File: src/rtl/relu_pool_requant.sv
// Bias + ReLU + requantise-to-int8 + 2x2/stride-2 max pooling over a conv output BRAM.
// Walks the map one pooling window at a time and streams pooled pixels out on a valid-only port.
module relu_pool_requant #(
    parameter int MAPSIZE = 28,
    parameter int SHIFT   = 8,
    parameter int ADDR_W  = $clog2(MAPSIZE * MAPSIZE)
) (
    input  logic                clk,
    input  logic                rst,
    input  logic                start,
    input  logic signed [31:0]  bias,
    output logic [ADDR_W-1:0]   mem_rd_addr,
    output logic                mem_rd_en,
    input  logic signed [31:0]  mem_rd_data,
    output logic                data_valid_out,
    output logic signed [7:0]   pixel_out,
    output logic                busy,
    output logic                all_done
);

    localparam int P    = MAPSIZE / 2;
    localparam int PC_W = (P > 1) ? $clog2(P) : 1;

    if (MAPSIZE % 2 != 0) begin : g_bad_mapsize
        $error("relu_pool_requant: MAPSIZE must be even");
    end

    typedef enum logic [1:0] {S_IDLE, S_READ, S_DRAIN, S_DONE} state_t;

    state_t              state_q, state_d;
    logic                busy_q, busy_d;
    logic                all_done_q, all_done_d;
    logic                rd_en_q, rd_en_d;
    logic [ADDR_W-1:0]   rd_addr_q, rd_addr_d;
    logic [1:0]          elem_q, elem_d;
    logic [PC_W-1:0]     pc_q, pc_d;
    logic [PC_W-1:0]     pr_q, pr_d;
    logic                p1_valid_q, p1_valid_d;
    logic [1:0]          p1_elem_q, p1_elem_d;
    logic                s2_valid_q, s2_valid_d;
    logic [1:0]          s2_elem_q, s2_elem_d;
    logic [7:0]          s2_val_q, s2_val_d;
    logic [7:0]          max_q, max_d;
    logic [7:0]          pix_q, pix_d;
    logic                valid_q, valid_d;

    logic [1:0]          elem_n;
    logic [PC_W-1:0]     pc_n, pr_n;
    logic                rd_last;
    int                  addr_i;
    logic signed [32:0]  sum_v;
    logic signed [32:0]  relu_v;
    logic [7:0]          win_max;

    // Next window/element position and the BRAM address it maps to.
    always_comb begin
        elem_n  = elem_q + 2'd1;
        pc_n    = pc_q;
        pr_n    = pr_q;
        if (elem_q == 2'd3) begin
            if (pc_q == PC_W'(P - 1)) begin
                pc_n = '0;
                pr_n = pr_q + 1'b1;
            end else begin
                pc_n = pc_q + 1'b1;
            end
        end
        rd_last = (elem_q == 2'd3) && (pc_q == PC_W'(P - 1)) && (pr_q == PC_W'(P - 1));
        addr_i  = int'(pr_n) * 2 * MAPSIZE + int'(pc_n) * 2 + int'(elem_n[0])
                + (elem_n[1] ? MAPSIZE : 0);
    end

    // Requantise: 33-bit sum cannot overflow, negatives clamp to 0, large values to 127.
    always_comb begin
        sum_v  = $signed({mem_rd_data[31], mem_rd_data}) + $signed({bias[31], bias});
        relu_v = sum_v[32] ? 33'sd0 : (sum_v >>> SHIFT);
        s2_val_d = (relu_v > 33'sd127) ? 8'd127 : relu_v[7:0];
    end

    always_comb begin
        state_d    = state_q;
        busy_d     = busy_q;
        all_done_d = 1'b0;
        rd_en_d    = rd_en_q;
        rd_addr_d  = rd_addr_q;
        elem_d     = elem_q;
        pc_d       = pc_q;
        pr_d       = pr_q;
        case (state_q)
            S_IDLE: begin
                if (start) begin
                    state_d   = S_READ;
                    busy_d    = 1'b1;
                    rd_en_d   = 1'b1;
                    rd_addr_d = '0;
                    elem_d    = '0;
                    pc_d      = '0;
                    pr_d      = '0;
                end
            end
            S_READ: begin
                if (rd_last) begin
                    state_d = S_DRAIN;
                    rd_en_d = 1'b0;
                end else begin
                    elem_d    = elem_n;
                    pc_d      = pc_n;
                    pr_d      = pr_n;
                    rd_addr_d = ADDR_W'(addr_i);
                end
            end
            S_DRAIN: begin
                // Nothing else is in flight once the final window's pixel is out.
                if (valid_q) begin
                    state_d    = S_DONE;
                    all_done_d = 1'b1;
                end
            end
            default: begin
                state_d = S_IDLE;
                busy_d  = 1'b0;
            end
        endcase
    end

    // Element tags ride alongside the read so the max stage knows window boundaries.
    always_comb begin
        p1_valid_d = rd_en_q;
        p1_elem_d  = elem_q;
        s2_valid_d = p1_valid_q;
        s2_elem_d  = p1_elem_q;
        max_d      = max_q;
        pix_d      = pix_q;
        valid_d    = 1'b0;
        win_max    = (s2_val_q > max_q) ? s2_val_q : max_q;
        if (s2_valid_q) begin
            if (s2_elem_q == 2'd0) begin
                max_d = s2_val_q;
            end else begin
                max_d = win_max;
            end
            if (s2_elem_q == 2'd3) begin
                pix_d   = win_max;
                valid_d = 1'b1;
            end
        end
    end

    always_ff @(posedge clk) begin
        if (rst) begin
            state_q    <= S_IDLE;
            busy_q     <= 1'b0;
            all_done_q <= 1'b0;
            rd_en_q    <= 1'b0;
            rd_addr_q  <= '0;
            elem_q     <= '0;
            pc_q       <= '0;
            pr_q       <= '0;
            p1_valid_q <= 1'b0;
            p1_elem_q  <= '0;
            s2_valid_q <= 1'b0;
            s2_elem_q  <= '0;
            s2_val_q   <= '0;
            max_q      <= '0;
            pix_q      <= '0;
            valid_q    <= 1'b0;
        end else begin
            state_q    <= state_d;
            busy_q     <= busy_d;
            all_done_q <= all_done_d;
            rd_en_q    <= rd_en_d;
            rd_addr_q  <= rd_addr_d;
            elem_q     <= elem_d;
            pc_q       <= pc_d;
            pr_q       <= pr_d;
            p1_valid_q <= p1_valid_d;
            p1_elem_q  <= p1_elem_d;
            s2_valid_q <= s2_valid_d;
            s2_elem_q  <= s2_elem_d;
            s2_val_q   <= s2_val_d;
            max_q      <= max_d;
            pix_q      <= pix_d;
            valid_q    <= valid_d;
        end
    end

    assign mem_rd_addr    = rd_addr_q;
    assign mem_rd_en      = rd_en_q;
    assign data_valid_out = valid_q;
    assign pixel_out      = $signed(pix_q);
    assign busy           = busy_q;
    assign all_done       = all_done_q;

endmodule

File: config.mk
export PLATFORM = sky130hd
export DESIGN_NAME = relu_pool_requant
export DESIGN_NICKNAME = d
export VERILOG_FILES = /design/src/rtl/relu_pool_requant.sv
export SDC_FILE = /design/constraint.sdc
export NUM_CORES = 1
export LEC_CHECK = 0
export ABC_AREA = 1
export CORE_MARGIN = 2
export CORE_UTILIZATION = 50
export CTS_BUF_LIST = sky130_fd_sc_hd__clkbuf_8
export DETAILED_ROUTE_END_ITERATION = 12
export DONT_BUFFER_PORTS = 1
export MAX_ROUTING_LAYER = met4
export PLACE_DENSITY = 0.74
export RECOVER_POWER = 50
export SYNTH_ARGS = -nofsm -noshare
export SYNTH_HDL_FRONTEND = slang
export SYNTH_SLANG_ARGS = --single-unit
File: constraint.sdc
create_clock -name clk -period 4.2 [get_ports clk]
set_input_delay 0.84 -clock clk [delete_from_list [all_inputs] [get_ports clk]]
set_output_delay 0.84 -clock clk [all_outputs]
set_load 0.02 [all_outputs]
==> metrics.txt, run 1 <==
Clock Skew roughly 0.011 ns; Tot GR Track Use roughly 22%; Core Rows 38; clock root cell clkbuf_8; detailed placer's ending HPWL around 10 mm; CP Launch Type register; PwrDens between 200 and 300 nW/um^2; GPL Wtd Cong 0.937; Yosys Warn Count 0; WS Path Type register to register; final worst setup slack 0.486 ns; Post-Syn Nets 1,074; H-tree depth 2; Die Wd 109 um; die area roughly 12,000 sq um; I/O pin count 89; clk_lat worst skew roughly 0.31 ns; Final nets around 1,100; Seq/Total Area, Yosys roughly a fifth; Final Cycle Share around nine tenths; Max clock buf depth 2; wire length of the first global-routing pass around 21 mm; RSZ-0062 raised after global routing false; Yosys top cell area share 20.4%; post-synthesis register bit count between 50 and 60; CTS tree yes; Worst Path Arrival 3.91 ns; # resized after CTS 0; Layout Utilization between 50% and 60%; Area Overhead vs Synth 3.74%; number of global-route vias before repair approximately 4,900; pins over their slew limit 0; Worst-Margin Slew between 1 and 1.5 ns; pre-CTS setup slack between 0.5 and 0.6 ns; leakage power between 0.003 and 0.004 uW; Async S/R FF share, synth 0%; final wirelength 12.5 mm; Gate Count Post-Synth 942; routed via count 5,373; drt wl/cell 11.6 um; min Tclk post-route roughly 3.7 ns; postcts setup bufs 0; crit path max fanout 6; cts hold-fix bufs 0; filler cell count around 1,100; largest cells by area after synthesis nand2_1 20%, dfxtp_1 19%, ha_1 13%, inv_1 11%, a21oi_1 6.1%; initial antenna violation count 0; Main synth FF type dfxtp_1; Peak VDD IR slightly below 0.0003 V; fmax 0.269 GHz; Yosys cell types 39; status complete, no violations; ANT nets after route 0; WP data required between 4 and 5 ns; DRT Pass-1 Iters 5; Final Hold Vio Count 0; number of enable flip-flop cells after synthesis 0; largest net degree at the start of global routing 44; Die Y between 100 and 150 um; Final setup violation count 0; share of cells above drive strength 1 under 10%; Mapped Area around 5600 sq um; Ant. Diodes 0; CTS clk-pin slew, worst paths 0.10 ns; worst relative slew slack under 10%; TritonCTS buffer count 5; Sink Count 54; drt drc 0; Max Cap Viol 0; Setup TNS 0 ns; PortBufs 0; Hold Path Class register to register; WHS ~0.42 ns; initial core utilization approximately half; DR iter-0 viols 307; Worst Setup End Kind register; Avg Cell Area, Syn between 5 and 6 sq um; vias per cell around 5.0; grt ovf 0; placeable core area around 11,000 sq um; cell taking the most area after synthesis nand2_1
==> final timing paths <==
path	cells past startpoint	start	slack, ns	to
min reg2reg	2	p1_elem_q[1]	0.42	s2_elem_q[1]
min	2	p1_elem_q[1]	0.42	s2_elem_q[1]
max reg2reg	15	mem_rd_addr[0]	0.49	mem_rd_addr[9]
max	15	mem_rd_addr[0]	0.49	mem_rd_addr[9]
==> cells by family (layout without fill, tap and decap cells) <==
kind of cell	count (synthesis)	count (layout)	synth area share, %
xor+xnor	9	9	1.76
flops	54	54	19.4
fa+ha+maj	65	65	15.6
other cells	1	1	0.0675
compound gates	135	135	13.3
simple gates	484	484	36.6
buf+inv	194	188	13.3
==> cell type report <==
type / instances / area [sq um] / share of cell area, %
clock inverters: 3 / 23.8 / 0.412
clock buffers: 5 / 68.8 / 1.19
repair buffers: 1 / 7.51 / 0.130
flip-flops and latches: 54 / 1080 / 18.7
multi-input cells: 694 / 3740 / 64.8
inverters: 179 / 674 / 11.7
well taps: 140 / 175 / 3.04
==> power by group <==
| group | leakage (uW) | internal [uW] | switching (uW) |
|---|---|---|---|
| clock network | 0.0000408 | 119 | 174 |
| logic | 0.00262 | 241 | 510 |
| registers | 0.000439 | 558 | 46.8 |
==> cell usage after synthesis, drive strengths merged, types with 2 or more instances <==
library cell / count
nand4: 9
dfxtp: 54
a211oi: 2
buf: 5
xor2: 7
xnor2: 2
nand3: 49
o21bai: 6
a21boi: 2
inv: 179
fa: 7
clkbuf: 10
a21oi: 70
o22ai: 2
a22oi: 7
nor3: 11
nand2: 313
nor2: 96
o21ai: 42
ha: 58
nand3b: 4
==> placed cells by master (no fill, tap or decap), types with 2 or more instances in the layout <==
| master | instances |
|---|---|
| nand2_1 | 302 |
| inv_1 | 160 |
| nor2_1 | 82 |
| a21oi_1 | 68 |
| ha_1 | 58 |
| dfxtp_1 | 54 |
| nand3_1 | 48 |
| o21ai_0 | 40 |
| inv_2 | 18 |
| nor2_2 | 14 |
| nand2_2 | 10 |
| nand4_1 | 9 |
| a22oi_1 | 7 |
| fa_1 | 7 |
| xor2_1 | 6 |
| nor3_1 | 6 |
| o21bai_1 | 6 |
| nor3_2 | 5 |
| clkbuf_8 | 5 |
| nand3b_1 | 4 |
| o22ai_1 | 2 |
| o21ai_1 | 2 |
| a21oi_2 | 2 |
| a21boi_0 | 2 |
| xnor2_1 | 2 |
| a211oi_1 | 2 |
| clkinvlp_4 | 2 |
==> through the flow <==
stage          cells  total power (uW)  cell area [sq um]
6_report        1076              1650               5770
5_1_grt         1076              1810               5770
4_1_cts         1076              1660               5770
3_5_place_dp    1068              1360               5670
3_3_place_gp    1068              1350               5670
2_1_floorplan    942              1220               5560
==> per-layer routing <==
metal	track usage [%]	vias up	share of wire [%]
li1	-	2928	-
met1	27.6	2301	47
met2	38.4	124	47
met3	2.25	20	4.4
met4	6.06	0	1.8
met5	-	-	0
==> flip-flops by register name, summed over array words and instances (netlist names) <==
signal          flops
mem_rd_addr        10
pr_q                4
pixel_out           8
pc_q                3
data_valid_out      1
p1_valid_q          1
p1_elem_q           2
elem_q              1
s2_val_q            8
s2_valid_q          1
busy                1
max_q               8
mem_rd_en           1
s2_elem_q           2
all_done            1
state_q             2
==> critical path: stages, from the launching register on <==
cell and delay [ns]:
dfxtp_1 0.48, ha_1 0.29, nand4_1 0.26, o21ai_0 0.34, inv_1 0.18, ha_1 0.34
fa_1 0.49, fa_1 0.45, nand2_1 0.08, inv_1 0.05, o21ai_0 0.27, nor2_1 0.07
nand2_1 0.08, a21boi_0 0.07, o21ai_0 0.08, a21oi_1 0.08
Power figures use the tool's default switching activity.
==> run 2: changes to the inputs <==
==> constraint.sdc (replaced) <==
create_clock -name clk -period 4.8 [get_ports clk]
set_input_delay 0.96 -clock clk [delete_from_list [all_inputs] [get_ports clk]]
set_output_delay 0.96 -clock clk [all_outputs]
set_load 0.02 [all_outputs]
==> run 2 against run 1 <==
  * Sequential share of layout area barely moved
  * Sequential power is 12% lower
  * Register-to-register slack better by 0.62 ns
  * Count of clock-buffer cells in the layout unchanged
  * Critical path type unchanged
  * Utilization is 0.092 points lower
  * Maximum frequency rose by 0.49%
  * Largest power group unchanged
==> metrics.txt, run 2 (synthesis gave the netlist of run 1 again) <==
Tot GR Track Use 21.8% (was 22.2%); Total Power 1430 uW (was 1650 uW); Core Rows 38 (unchanged); DRT Pass-1 Iters 5 (unchanged); clk_lat worst skew 0.31 ns (about the same); cell area after layout 5760 sq um (was 5770 sq um); postcts setup bufs 0 (unchanged); ANT nets after route 0 (unchanged); Worst Path Arrival 3.95 ns (was 3.91 ns); TritonCTS buffer count 5 (unchanged); number of global-route vias before repair 4,888 (was 4,873); min Tclk post-route 3.70 ns (was 3.71 ns); final wirelength 12.3 mm (was 12.5 mm); Layout Utilization 53.1% (was 53.2%); fmax 0.271 GHz (was 0.269 GHz); pins over their slew limit 0 (unchanged); Sink Count 54 (unchanged); leakage power 0.00310 uW (about the same); CTS clk-pin slew, worst paths 0.09 ns (was 0.10 ns); routed via count 5,379 (was 5,373); share of cells above drive strength 1 6.63% (was 6.73%); initial core utilization 51.3% (unchanged); filler cell count 1,169 (was 1,145); CP Launch Point mem_rd_addr[0] (unchanged); wire length of the first global-routing pass 20.9 mm (was 21.2 mm); Final nets 1,066 (was 1,067); PortBufs 0 (unchanged); worst-case reg-to-reg path depth 14 (was 15); Ant. Diodes 0 (unchanged); status complete, no violations (unchanged); initial antenna violation count 0 (unchanged); Clock Skew 0.00564 ns (was 0.0110 ns); # resized after CTS 0 (unchanged); reg-to-reg startpoint mem_rd_addr[0] (unchanged); end point of the critical path mem_rd_addr[8] (was mem_rd_addr[9]); Final Hold Vio Count 0 (unchanged); Max clock buf depth 2 (unchanged); Die Wd 109 um (unchanged); grt ovf 0 (unchanged); PwrDens 248 nW/um^2 (was 286 nW/um^2); crit path max fanout 6 (unchanged); clock root cell clkbuf_8 (unchanged); vias per cell 5.00 (was 4.99); detailed placer's ending HPWL 10.2 mm (was 10.3 mm); die area 12,000 sq um (unchanged); Peak VDD IR 0.000273 V (was 0.000291 V); placeable core area 10,800 sq um (unchanged); CP Launch Type register (unchanged); H-tree depth 2 (unchanged); commonest non-fill, non-tap cell in the layout nand2_1 (unchanged); Final setup violation count 0 (unchanged); reg2reg end mem_rd_addr[8] (was mem_rd_addr[9]); Final Cycle Share 77.0% (was 88.4%); Max Cap Viol 0 (unchanged); Largest register FFs 10 (unchanged); WS Path Type register to register (unchanged); CTS tree yes (unchanged); Setup TNS 0 ns (unchanged); DR iter-0 viols 353 (was 307); worst relative slew slack 6.70% (was 6.82%); WP data required 5.05 ns (was 4.40 ns); largest net degree at the start of global routing 44 (unchanged); Reg2Reg Setup Slack 1.10 ns (was 0.49 ns); Worst Setup End Kind register (unchanged); pre-CTS setup slack 1.15 ns (was 0.527 ns); Worst-Margin Slew 1.38 ns (about the same); Area Overhead vs Synth 3.56% (was 3.74%); GPL Wtd Cong 0.929 (was 0.937); I/O pin count 89 (unchanged); placed inst area 5670 sq um (about the same); Hold Path Class register to register (unchanged); Die Y 109 um (unchanged); final worst setup slack 1.10 ns (was 0.486 ns); most frequent cells in the layout 302 x nand2_1, 160 x inv_1, 82 x nor2_1, 68 x a21oi_1, 58 x ha_1 (unchanged); RSZ-0062 raised after global routing false (unchanged); cts hold-fix bufs 0 (unchanged); drt drc 0 (unchanged); drt wl/cell 11.5 um (was 11.6 um)
[run 2: worst max-delay path, stage by stage (launching register included)]
cell and delay [ns]:
dfxtp_1 0.49, ha_1 0.28, nand4_1 0.27, inv_1 0.19, nand3_1 0.09, nand2_1 0.18
inv_1 0.13, fa_1 0.50, ha_1 0.23, fa_1 0.40, xor2_1 0.30, nor2_1 0.10
a211oi_1 0.23, o21ai_0 0.13, a21oi_1 0.13
[run 2: worst min-delay path by stage]
stage / start / end / slack (ns) / cells after the start
floorplan: p1_elem_q[0] / s2_elem_q[0] / 0.39 / 2
global placement: p1_valid_q / s2_valid_q / 0.40 / 2
detailed placement: p1_valid_q / s2_valid_q / 0.40 / 2
CTS: p1_valid_q / s2_valid_q / 0.42 / 2
global route: p1_valid_q / s2_valid_q / 0.44 / 2
finish: p1_valid_q / s2_valid_q / 0.42 / 2
[run 2: routing by layer]
layer  global-route usage (%)  wire length [um]
met1                     27.0              5840
met2                     37.0              5550
met3                     2.07               587
met4                     7.69               342
met5                        -                 0
[run 2: area by class of cell]
type | count | area [sq um] | share of cell area, %
clock buffers | 5 | 68.8 | 1.20
well taps | 140 | 175 | 3.04
clock inverters | 3 | 21.3 | 0.369
flip-flops and latches | 54 | 1080 | 18.8
multi-input cells | 694 | 3740 | 64.9
inverters | 179 | 674 | 11.7
[run 2: report_power, final]
group | internal, uW | switching [uW]
Sequential | 488 | 42.1
Clock | 103 | 146
Combinational | 206 | 443
[run 2: stage by stage]
step	hold slack (ns)	std cells
finish	0.416	1075
global route	0.444	1075
CTS	0.418	1075
detailed placement	0.401	1067
global placement	0.401	1067
floorplan	0.388	942
